## src/rtl/vx_wb_arbiter_pkg.sv

```systemverilog
// Shared types and constants for the writeback commit arbiter.
package vx_wb_arbiter_pkg;

  typedef enum logic {
    ArbUnlocked = 1'b0,
    ArbLocked   = 1'b1
  } arb_state_e;

  localparam int unsigned NumReqsDefault = 4;

  // Index width, never narrower than one bit so a single requester still has a port.
  function automatic int unsigned req_bits(int unsigned n);
    return (n > 1) ? $clog2(n) : 1;
  endfunction

endpackage

```

## src/rtl/vx_wb_arbiter_rr_select.sv

```systemverilog
// Combinational round-robin picker: first eligible index at or after i_start, wrapping.
module vx_wb_arbiter_rr_select
  import vx_wb_arbiter_pkg::*;
#(
  parameter int unsigned NUM_REQS = NumReqsDefault,
  parameter int unsigned REQ_BITS = req_bits(NUM_REQS)
) (
  input  logic [NUM_REQS-1:0] i_eligible,
  input  logic [REQ_BITS-1:0] i_start,
  output logic [NUM_REQS-1:0] o_grant,
  output logic [REQ_BITS-1:0] o_idx,
  output logic                o_valid
);

  int unsigned w_pos;

  always_comb begin
    o_grant = '0;
    o_idx   = '0;
    o_valid = 1'b0;
    w_pos   = 0;
    for (int unsigned k = 0; k < NUM_REQS; k++) begin
      w_pos = 32'(i_start) + k;
      if (w_pos >= NUM_REQS) w_pos = w_pos - NUM_REQS;
      if (!o_valid && i_eligible[REQ_BITS'(w_pos)]) begin
        o_valid                     = 1'b1;
        o_idx                       = REQ_BITS'(w_pos);
        o_grant[REQ_BITS'(w_pos)]   = 1'b1;
      end
    end
  end

endmodule

```

## src/rtl/vx_wb_arbiter.sv

```systemverilog
// Writeback arbiter: round-robin over commit streams, locked across multi-packet writebacks.
// Optional per-requester stall counters are enabled with the PERF_WB_ARB_EN macro.
module vx_wb_arbiter
  import vx_wb_arbiter_pkg::*;
#(
  parameter int unsigned NUM_REQS   = NumReqsDefault,
  parameter int unsigned DATA_WIDTH = 64,
  localparam int unsigned REQ_BITS  = req_bits(NUM_REQS)
) (
  input  logic                                clk,
  input  logic                                reset,
  input  logic [NUM_REQS-1:0]                 i_req_valid,
  input  logic [NUM_REQS-1:0][DATA_WIDTH-1:0] i_req_data,
  input  logic [NUM_REQS-1:0]                 i_req_eop,
  output logic [NUM_REQS-1:0]                 o_req_ready,
  output logic                                o_wb_valid,
  output logic [DATA_WIDTH-1:0]               o_wb_data,
  output logic                                o_wb_eop,
  output logic [REQ_BITS-1:0]                 o_wb_idx,
  input  logic                                i_wb_ready
`ifdef PERF_WB_ARB_EN
  ,
  output logic [NUM_REQS-1:0][31:0]           o_perf_stall
`endif
);

  localparam logic [REQ_BITS-1:0] LastIdx = REQ_BITS'(NUM_REQS - 1);

  arb_state_e              r_state, w_state_next;
  logic [REQ_BITS-1:0]     r_lock_idx, w_lock_idx_next;
  logic [REQ_BITS-1:0]     r_last_grant, w_last_grant_next;
  logic [REQ_BITS-1:0]     w_start, w_sel_idx;
  logic [NUM_REQS-1:0]     w_eligible, w_grant;
  logic                    w_sel_valid, w_can_load, w_fire;
  logic                    r_wb_valid, r_wb_eop;
  logic [DATA_WIDTH-1:0]   r_wb_data;
  logic [REQ_BITS-1:0]     r_wb_idx;

  assign w_start    = (r_last_grant == LastIdx) ? '0 : r_last_grant + 1'b1;
  // While locked only the owner of the open writeback may compete.
  assign w_eligible = (r_state == ArbLocked) ?
                      (i_req_valid & (NUM_REQS'(1) << r_lock_idx)) : i_req_valid;

  vx_wb_arbiter_rr_select #(
    .NUM_REQS (NUM_REQS),
    .REQ_BITS (REQ_BITS)
  ) u_rr_select (
    .i_eligible (w_eligible),
    .i_start    (w_start),
    .o_grant    (w_grant),
    .o_idx      (w_sel_idx),
    .o_valid    (w_sel_valid)
  );

  assign w_can_load  = ~r_wb_valid | i_wb_ready;
  assign w_fire      = w_sel_valid & w_can_load & ~reset;
  assign o_req_ready = w_fire ? w_grant : '0;

  always_comb begin
    w_state_next      = r_state;
    w_lock_idx_next   = r_lock_idx;
    w_last_grant_next = r_last_grant;
    if (w_fire) begin
      if (i_req_eop[w_sel_idx]) begin
        w_state_next      = ArbUnlocked;
        w_last_grant_next = w_sel_idx;
      end else begin
        w_state_next    = ArbLocked;
        w_lock_idx_next = w_sel_idx;
      end
    end
  end

  always_ff @(posedge clk) begin
    if (reset) begin
      r_state      <= ArbUnlocked;
      r_lock_idx   <= '0;
      r_last_grant <= LastIdx;
      r_wb_valid   <= 1'b0;
      r_wb_eop     <= 1'b0;
      r_wb_data    <= '0;
      r_wb_idx     <= '0;
    end else begin
      r_state      <= w_state_next;
      r_lock_idx   <= w_lock_idx_next;
      r_last_grant <= w_last_grant_next;
      if (w_can_load) r_wb_valid <= w_fire;
      if (w_fire) begin
        r_wb_data <= i_req_data[w_sel_idx];
        r_wb_eop  <= i_req_eop[w_sel_idx];
        r_wb_idx  <= w_sel_idx;
      end
    end
  end

  assign o_wb_valid = r_wb_valid;
  assign o_wb_data  = r_wb_data;
  assign o_wb_eop   = r_wb_eop;
  assign o_wb_idx   = r_wb_idx;

`ifdef PERF_WB_ARB_EN
  logic [NUM_REQS-1:0][31:0] r_perf_stall;

  always_ff @(posedge clk) begin
    if (reset) begin
      r_perf_stall <= '0;
    end else begin
      for (int unsigned i = 0; i < NUM_REQS; i++) begin
        if (i_req_valid[i] && !o_req_ready[i] && (r_perf_stall[i] != '1)) begin
          r_perf_stall[i] <= r_perf_stall[i] + 32'd1;
        end
      end
    end
  end

  assign o_perf_stall = r_perf_stall;
`endif

endmodule

```

## config.mk

```make
export PLATFORM = sky130hd
export DESIGN_NAME = vx_wb_arbiter
export DESIGN_NICKNAME = d
export VERILOG_FILES = /design/src/rtl/vx_wb_arbiter_pkg.sv /design/src/rtl/vx_wb_arbiter_rr_select.sv /design/src/rtl/vx_wb_arbiter.sv
export SDC_FILE = /design/constraint.sdc
export NUM_CORES = 1
export LEC_CHECK = 0
export ABC_AREA = 1
export BUFFER_PORTS_ARGS = -buffer_cell sky130_fd_sc_hd__buf_2
export CORE_UTILIZATION = 30
export CTS_CLUSTER_SIZE = 12
export DETAILED_ROUTE_END_ITERATION = 8
export GPL_TIMING_DRIVEN = 0
export PLACE_DENSITY = 0.59
export SLEW_MARGIN = 10
export SYNTH_ARGS = -nofsm -noshare
export SYNTH_HDL_FRONTEND = slang
export SYNTH_SLANG_ARGS = --single-unit
export TNS_END_PERCENT = 30
```

## constraint.sdc

```tcl
create_clock -name clk -period 5.2 [get_ports clk]
set_input_delay 0 -clock clk [delete_from_list [all_inputs] [get_ports clk]]
set_output_delay 0 -clock clk [all_outputs]
set_load 0.005 [all_outputs]
```

======== Word level (Yosys, flattened, before mapping) ========
Cells that the tools add are included.
storage, ports and cells
  input bits .............................. 267
  register bits after elaboration ......... 73
cells by class
  bitwise operators ....................... 10
  mux-type cells .......................... 40
  $add $sub $neg .......................... 8
  $lt $le $gt $ge ......................... 13
  shifts and indexed selects .............. 1
  reduce and logical (&&, ||, !) cells .... 12
  equality and inequality tests ........... 1
operator list
  operator                                                     number
  binary-select mux 64 bit (select 2 bit)                      1
  two-way mux 64 bit                                           1
  two-way mux 4 bit                                            6
  two-way mux 2 bit                                            9
  less-than comparator 2 x 3 -> 1 bit (second input constant)  5
  two-way mux 1 bit                                            14
  bitwise OR 4 bit                                             3
  binary-select mux 1 bit (select 2 bit)                       5
  >= comparator 3 bit (second input constant)                  3
  demux 1 bit (select 2 bit)                                   4
  >= comparator 2 x 1 -> 1 bit (second input constant)         4
  subtractor 2 x 1 -> 2 bit (second input constant)            4
  logical AND 1 bit                                            7
  adder 2 x 2 -> 3 bit (second input constant)                 2
  AND 4 bit                                                    1
  AND reduction 2 bit                                          2
  left shift 1 x 2 -> 4 bit (first input constant)             1
  adder 2 x 1 -> 3 bit (second input constant)                 1
  >= comparator 2 x 3 -> 1 bit (second input constant)         1
  zero test 1 bit                                              3
  NOT 1 bit                                                    3
  adder 2 x 1 -> 2 bit (second input constant)                 1
  AND 1 bit                                                    2
  == test 2 bit (second input constant)                        1
  bitwise OR 1 bit                                             1

======== Logic depth before layout (Yosys ltp) ========
  word-level depth ........................ 20
  gate-level depth with buffers ........... 19
  mapped depth without buffers ............ 18

======== Modules after synthesis ========
From an unflattened synthesis, not the netlist that was laid out.
second synthesis, totals
  cells, all modules ...................... 852
  area, all modules ....................... 5076.1 um^2
modules (own cells, without submodules)
  module                   cells each  area an instance (um^2)  instances
  vx_wb_arbiter            778         4635.7                   1
  vx_wb_arbiter_rr_select  74          440.4                    1

======== Worst setup path after synthesis ========
No wires, ideal clock.
  path type ............................... register -> register
  start ................................... register r_last_grant[0]
  end ..................................... register r_last_grant[1]
  slack ................................... 2877 ps
  path buffers ............................ 1
  period minus slack after synthesis ...... 2323 ps
  cell stages (with the launch flop) ...... 15
  arrival time ............................ 2209 ps
  cells stage by stage .................... dfxtp_1 inv_1 ha_1 inv_1 nand3_1 nand2_1 nand4_1 nand2_1 nand2_2 nand2_4 buf_6 nand2_1 nand3_1 nand3_1 a21o_1
between the ends
  cells in the longest elaborated chain, start to end .. 19
  elaborated cells on any way between the ends .. 45
  classes of those cells .................. add/sub: 8; order compare: 4; eq/ne: 1; mux: 23; bitwise: 2; reduce/logical: 7
ends and longest elaborated chain
  what                                                                           RTL line             source
  from (decl)                                                                    vx_wb_arbiter.sv:31  logic [REQ_BITS-1:0] r_last_grant, w_last_grant_next;
  from (signal assigned)                                                         vx_wb_arbiter.sv:78  r_last_grant <= LastIdx;
  from (signal assigned)                                                         vx_wb_arbiter.sv:86  r_last_grant <= w_last_grant_next;
  adder 2 x 1 -> 2 bit or == test 2 bit (tied branches)                          vx_wb_arbiter.sv:39  assign w_start = (r_last_grant == LastIdx) ? '0 : r_last_grant + 1'b1;
  two-way mux 2 bit *                                                            vx_wb_arbiter.sv:39
  parallel branches: the longest is 17 deep, another holds adder 2 x 1 -> 3 bit  -
Every way passes the cells marked *. The select of a mux whose other input is x is not followed.
A chain may end at the register's enable or synchronous reset.

======== Worst setup path in the final report ========
  start ................................... register r_last_grant[0]
  end ..................................... register r_wb_data[48], in the netlist o_wb_data[48]
between the ends
  cells in the longest elaborated chain, start to end .. 18
  elaborated cells on any way between the ends .. 44
  classes of those cells .................. add/sub: 8; order compare: 4; eq/ne: 1; mux: 23; bitwise: 2; reduce/logical: 6
ends and longest elaborated chain
  what                                                                           RTL line             source
  adder 2 x 1 -> 2 bit or == test 2 bit (tied branches)                          vx_wb_arbiter.sv:39
  two-way mux 2 bit *                                                            vx_wb_arbiter.sv:39
  parallel branches: the longest is 16 deep, another holds adder 2 x 1 -> 3 bit  -
  to (signal assigned)                                                           vx_wb_arbiter.sv:89  r_wb_data <= i_req_data[w_sel_idx];
  to (decl)                                                                      vx_wb_arbiter.sv:36  logic [DATA_WIDTH-1:0] r_wb_data;
Marked as above.

==> insert_results.sql <==
INSERT INTO impl_metrics (metric_group, metric, value, unit) VALUES
('global_route', 'gr-max-usage-layer', 'met2', ''),
('synthesis', 'yosys_warnings', '0', ''),
('pwr', 'cellLeakagePower', '4.49', 'nW'),
('place', 'post-dp-hpwl', '18200', 'um'),
('drt', 'drtPass1Iterations', '4', ''),
('drt', 'vias_per_cell', '4.71', ''),
('synthesis', 'portion_of_synthesized_cell_area_occupied_by_the_leading_cell_type', '0.273', ''),
('cells_and_area', 'share_of_post_route_cells_with_drive_strength_above_1', '0.352', ''),
('setup_path', 'worstSetupPathType', 'reg2reg', ''),
('die', 'num_rows', '48', ''),
('min_path', 'holdCritPathClass', 'in2reg', ''),
('sta', 'maxSlewHeadroom', '0.623', ''),
('clock_tree', 'cts.root.buffer_cell', 'sky130_fd_sc_hd__clkbuf_16', ''),
('place', 'postPlaceCellArea', '0.00732', 'sq mm'),
('die', 'start_util', '0.308', ''),
('cells_and_area', 'antenna_cells_inserted', '0', ''),
('setup_path', 'path_cells', 'inv_1, ha_1, inv_1, nand3_1, nand2_1, nand4_1, nand2_1, nand2_2, nand2_4, clkinv_2, buf_2, nand2_1, nand3_1, dlygate4sd3_1, nand3_1, dlygate4sd3_1, nand2_1', ''),
('place', 'globalplace.congestion', '0.877', ''),
('die', 'io-pin-count', '339', ''),
('cells_and_area', 'layout.cells.non_filler', '1522', ''),
('setup_path', 'critical_path.max_stage_delay', '0.57', 'ns'),
('sta', 'worst_slew_pin_slew', '0.566', 'ns'),
('sta', 'final_hold_viol_count', '0', ''),
('clock_tree', 'number_of_cts_inserted_buffers', '9', ''),
('place', 'numPlacedInstances', '1460', ''),
('pwr', 'irDropWorstVdd', '0.594', 'mV'),
('clock_tree', 'tritoncts_clock_tree', 'built', ''),
('setup_path', 'reg2reg_from', 'r_last_grant[0]', ''),
('cells_and_area', 'syn2layout_area_growth', '51.2', '%'),
('global_route', 'use_met1', '0.273', ''),
('cells_and_area', 'final_non_filler_cell_area', '0.00809', 'sq mm'),
('die', 'die-width', '136', 'um'),
('synthesis', 'synth_largest_area_cell', 'sky130_fd_sc_hd__dfxtp_1', ''),
('sta', 'rsz0062_at_grt', 'no', ''),
('sta', 'final_max_slew_viol_count', '0', ''),
('place', 'placement.io_buffers', '338', ''),
('sta', 'fmaxAchievable', '0.246', 'GHz'),
('global_route', 'antenna_found_initial', '1', ''),
('die', 'floorplan.die.height', '136', 'um'),
('setup_path', 'worstSetupEndpointType', 'flip-flop', ''),
('global_route', 'met3_track_demand_over_resource', '0.0445', ''),
('drt', 'antenna_left', '0', ''),
('drt', 'route.final.wire_length', '23200', 'um'),
('cells_and_area', 'design.final.nets', '1569', ''),
('cells_and_area', 'mostFrequentLayoutCells', '368 x sky130_fd_sc_hd__nand2_1, 362 x sky130_fd_sc_hd__buf_2, 168 x sky130_fd_sc_hd__nand3_1, 73 x sky130_fd_sc_hd__dfxtp_1, 56 x sky130_fd_sc_hd__inv_1', ''),
('global_route', 'grt_use_met2', '0.475', ''),
('cells_and_area', 'layout_commonest_cell', 'sky130_fd_sc_hd__nand2_1', ''),
('min_path', 'min-delay-start', 'i_req_data[218]', ''),
('synthesis', 'synth_area', '0.00535', 'sq mm'),
('global_route', 'globalRoute.totalOverflow', '0', ''),
('pwr', 'power_per_cell_area', '971', 'mW/mm^2'),
('drt', 'vias', '7168', ''),
('drt', 'route.detailed.wl_per_inst', '15.3', 'um'),
('clock_tree', 'path_clk_slew', '0.06', 'ns'),
('global_route', 'maximum_number_of_pins_on_one_net_before_global_route_repair', '12', ''),
('sta', 'timing.final.crit_share', '0.782', ''),
('setup_path', 'crit_start', 'r_last_grant[0]', ''),
('sta', 'setup_slack_after_layout', '1.13', 'ns'),
('drt', 'remaining_drc_errors', '0', ''),
('min_path', 'hold-path-cell-count', '5', ''),
('setup_path', 'worstPathRequired', '5.43', 'ns'),
('global_route', 'grt_pass1_vias', '6889', ''),
('cells_and_area', 'multi_input_comb_area', '0.00330', 'sq mm'),
('drt', 'first_iter_violations', '206', ''),
('setup_path', 'critical-path-top-cell-by-count', 'sky130_fd_sc_hd__nand2_1', ''),
('sta', 'period_needed', '4.07', 'ns'),
('job', 'drv_cap', '0', ''),
('sta', 'clock_skews', '0.00499', 'ns'),
('setup_path', 'worst_path_max_delay_cell', 'sky130_fd_sc_hd__dlygate4sd3_1', ''),
('status', 'status', 'finished, final reports clean', ''),
('clock_tree', 'cts_resized', '0', '');
critical path: cells and delay by family (launching register included):
family	cells	cell delay (ns)
and+or+nand+nor	10	1.15
DFF	1	0.52
buffers and inverters	6	1.89
adders and majority gates	1	0.38
through the flow:
step,utilization,hold slack [ns]
floorplan,-,0.0691
global placement,0.422,0.267
detailed placement,0.422,0.267
CTS,0.466,0.0000202
global route,0.466,0.0264
finish,0.466,0.00907
per-layer routing:
metal	up-vias	routed length [um]
met4	2	561
met1	3197	9400
met2	238	11900
met3	31	1400
li1	3700	-
met5	-	13
report_power, final:
group	switching, mW	internal, mW	leakage [nW]
registers	0.137	0.818	0.607
clock network	0.246	0.377	0.144
logic	3.86	2.42	3.74
total	4.24	3.61	4.49
final timing paths:
check,slack (ns),endpoint
setup / recovery,1.13,o_wb_data[48]
hold / removal,0.009,o_wb_data[26]
setup reg to reg,1.13,o_wb_data[48]
hold reg to reg,0.47,o_wb_data[36]
registers in the layout, indices dropped and copies added (netlist names):
register / count
o_wb_data: 64
o_wb_eop: 1
o_wb_idx: 2
o_wb_valid: 1
r_last_grant: 2
r_lock_idx: 2
r_state: 1
cells in the mapped netlist:
cell type                    n
sky130_fd_sc_hd__buf_2      24
sky130_fd_sc_hd__clkinv_2    1
sky130_fd_sc_hd__nand4_1     2
sky130_fd_sc_hd__buf_1       1
sky130_fd_sc_hd__dfxtp_1    73
sky130_fd_sc_hd__nand2_2     5
sky130_fd_sc_hd__nor2_4      3
sky130_fd_sc_hd__inv_1      56
sky130_fd_sc_hd__a41oi_1     3
sky130_fd_sc_hd__inv_2       3
sky130_fd_sc_hd__nand3_1   168
sky130_fd_sc_hd__buf_6       6
sky130_fd_sc_hd__ha_1        8
sky130_fd_sc_hd__or2_2      39
sky130_fd_sc_hd__a22oi_1     1
sky130_fd_sc_hd__nand3_2     7
sky130_fd_sc_hd__clkbuf_4    1
sky130_fd_sc_hd__a21oi_1     3
sky130_fd_sc_hd__nand2_1   368
sky130_fd_sc_hd__nand2_4     3
sky130_fd_sc_hd__o21ai_1     2
sky130_fd_sc_hd__clkinv_1    1
sky130_fd_sc_hd__clkbuf_1   20
sky130_fd_sc_hd__a31oi_1    40
sky130_fd_sc_hd__buf_4      10
sky130_fd_sc_hd__a21oi_4     1
sky130_fd_sc_hd__a21o_1      1
sky130_fd_sc_hd__nor2_1      5
sky130_fd_sc_hd__o21ai_0    41
sky130_fd_sc_hd__inv_4       1
repair_timing:
action	CTS	global route
setup buffers	0	0
hold buffers	48	0
endpoints found under the hold margin	24	0
area by class of cell:
cell class                      instances  share of cell area
Tap cell                              225              0.0348
Timing Repair Buffer                  386               0.269
Buffer                                 62              0.0432
Sequential cell                        73               0.181
Clock buffer                           10              0.0295
Clock inverter                          4             0.00557
Inverter                               62              0.0292
Multi-Input combinational cell        700               0.409
cells by family after synthesis:
family	Yosys count	synth area share
and+or+nand+nor	600	0.498
buffers and inverters	124	0.109
AOI/OAI and AO/OA	92	0.101
DFF	73	0.273
adders and majority gates	8	0.0187
(Power assumes the default switching activity.)
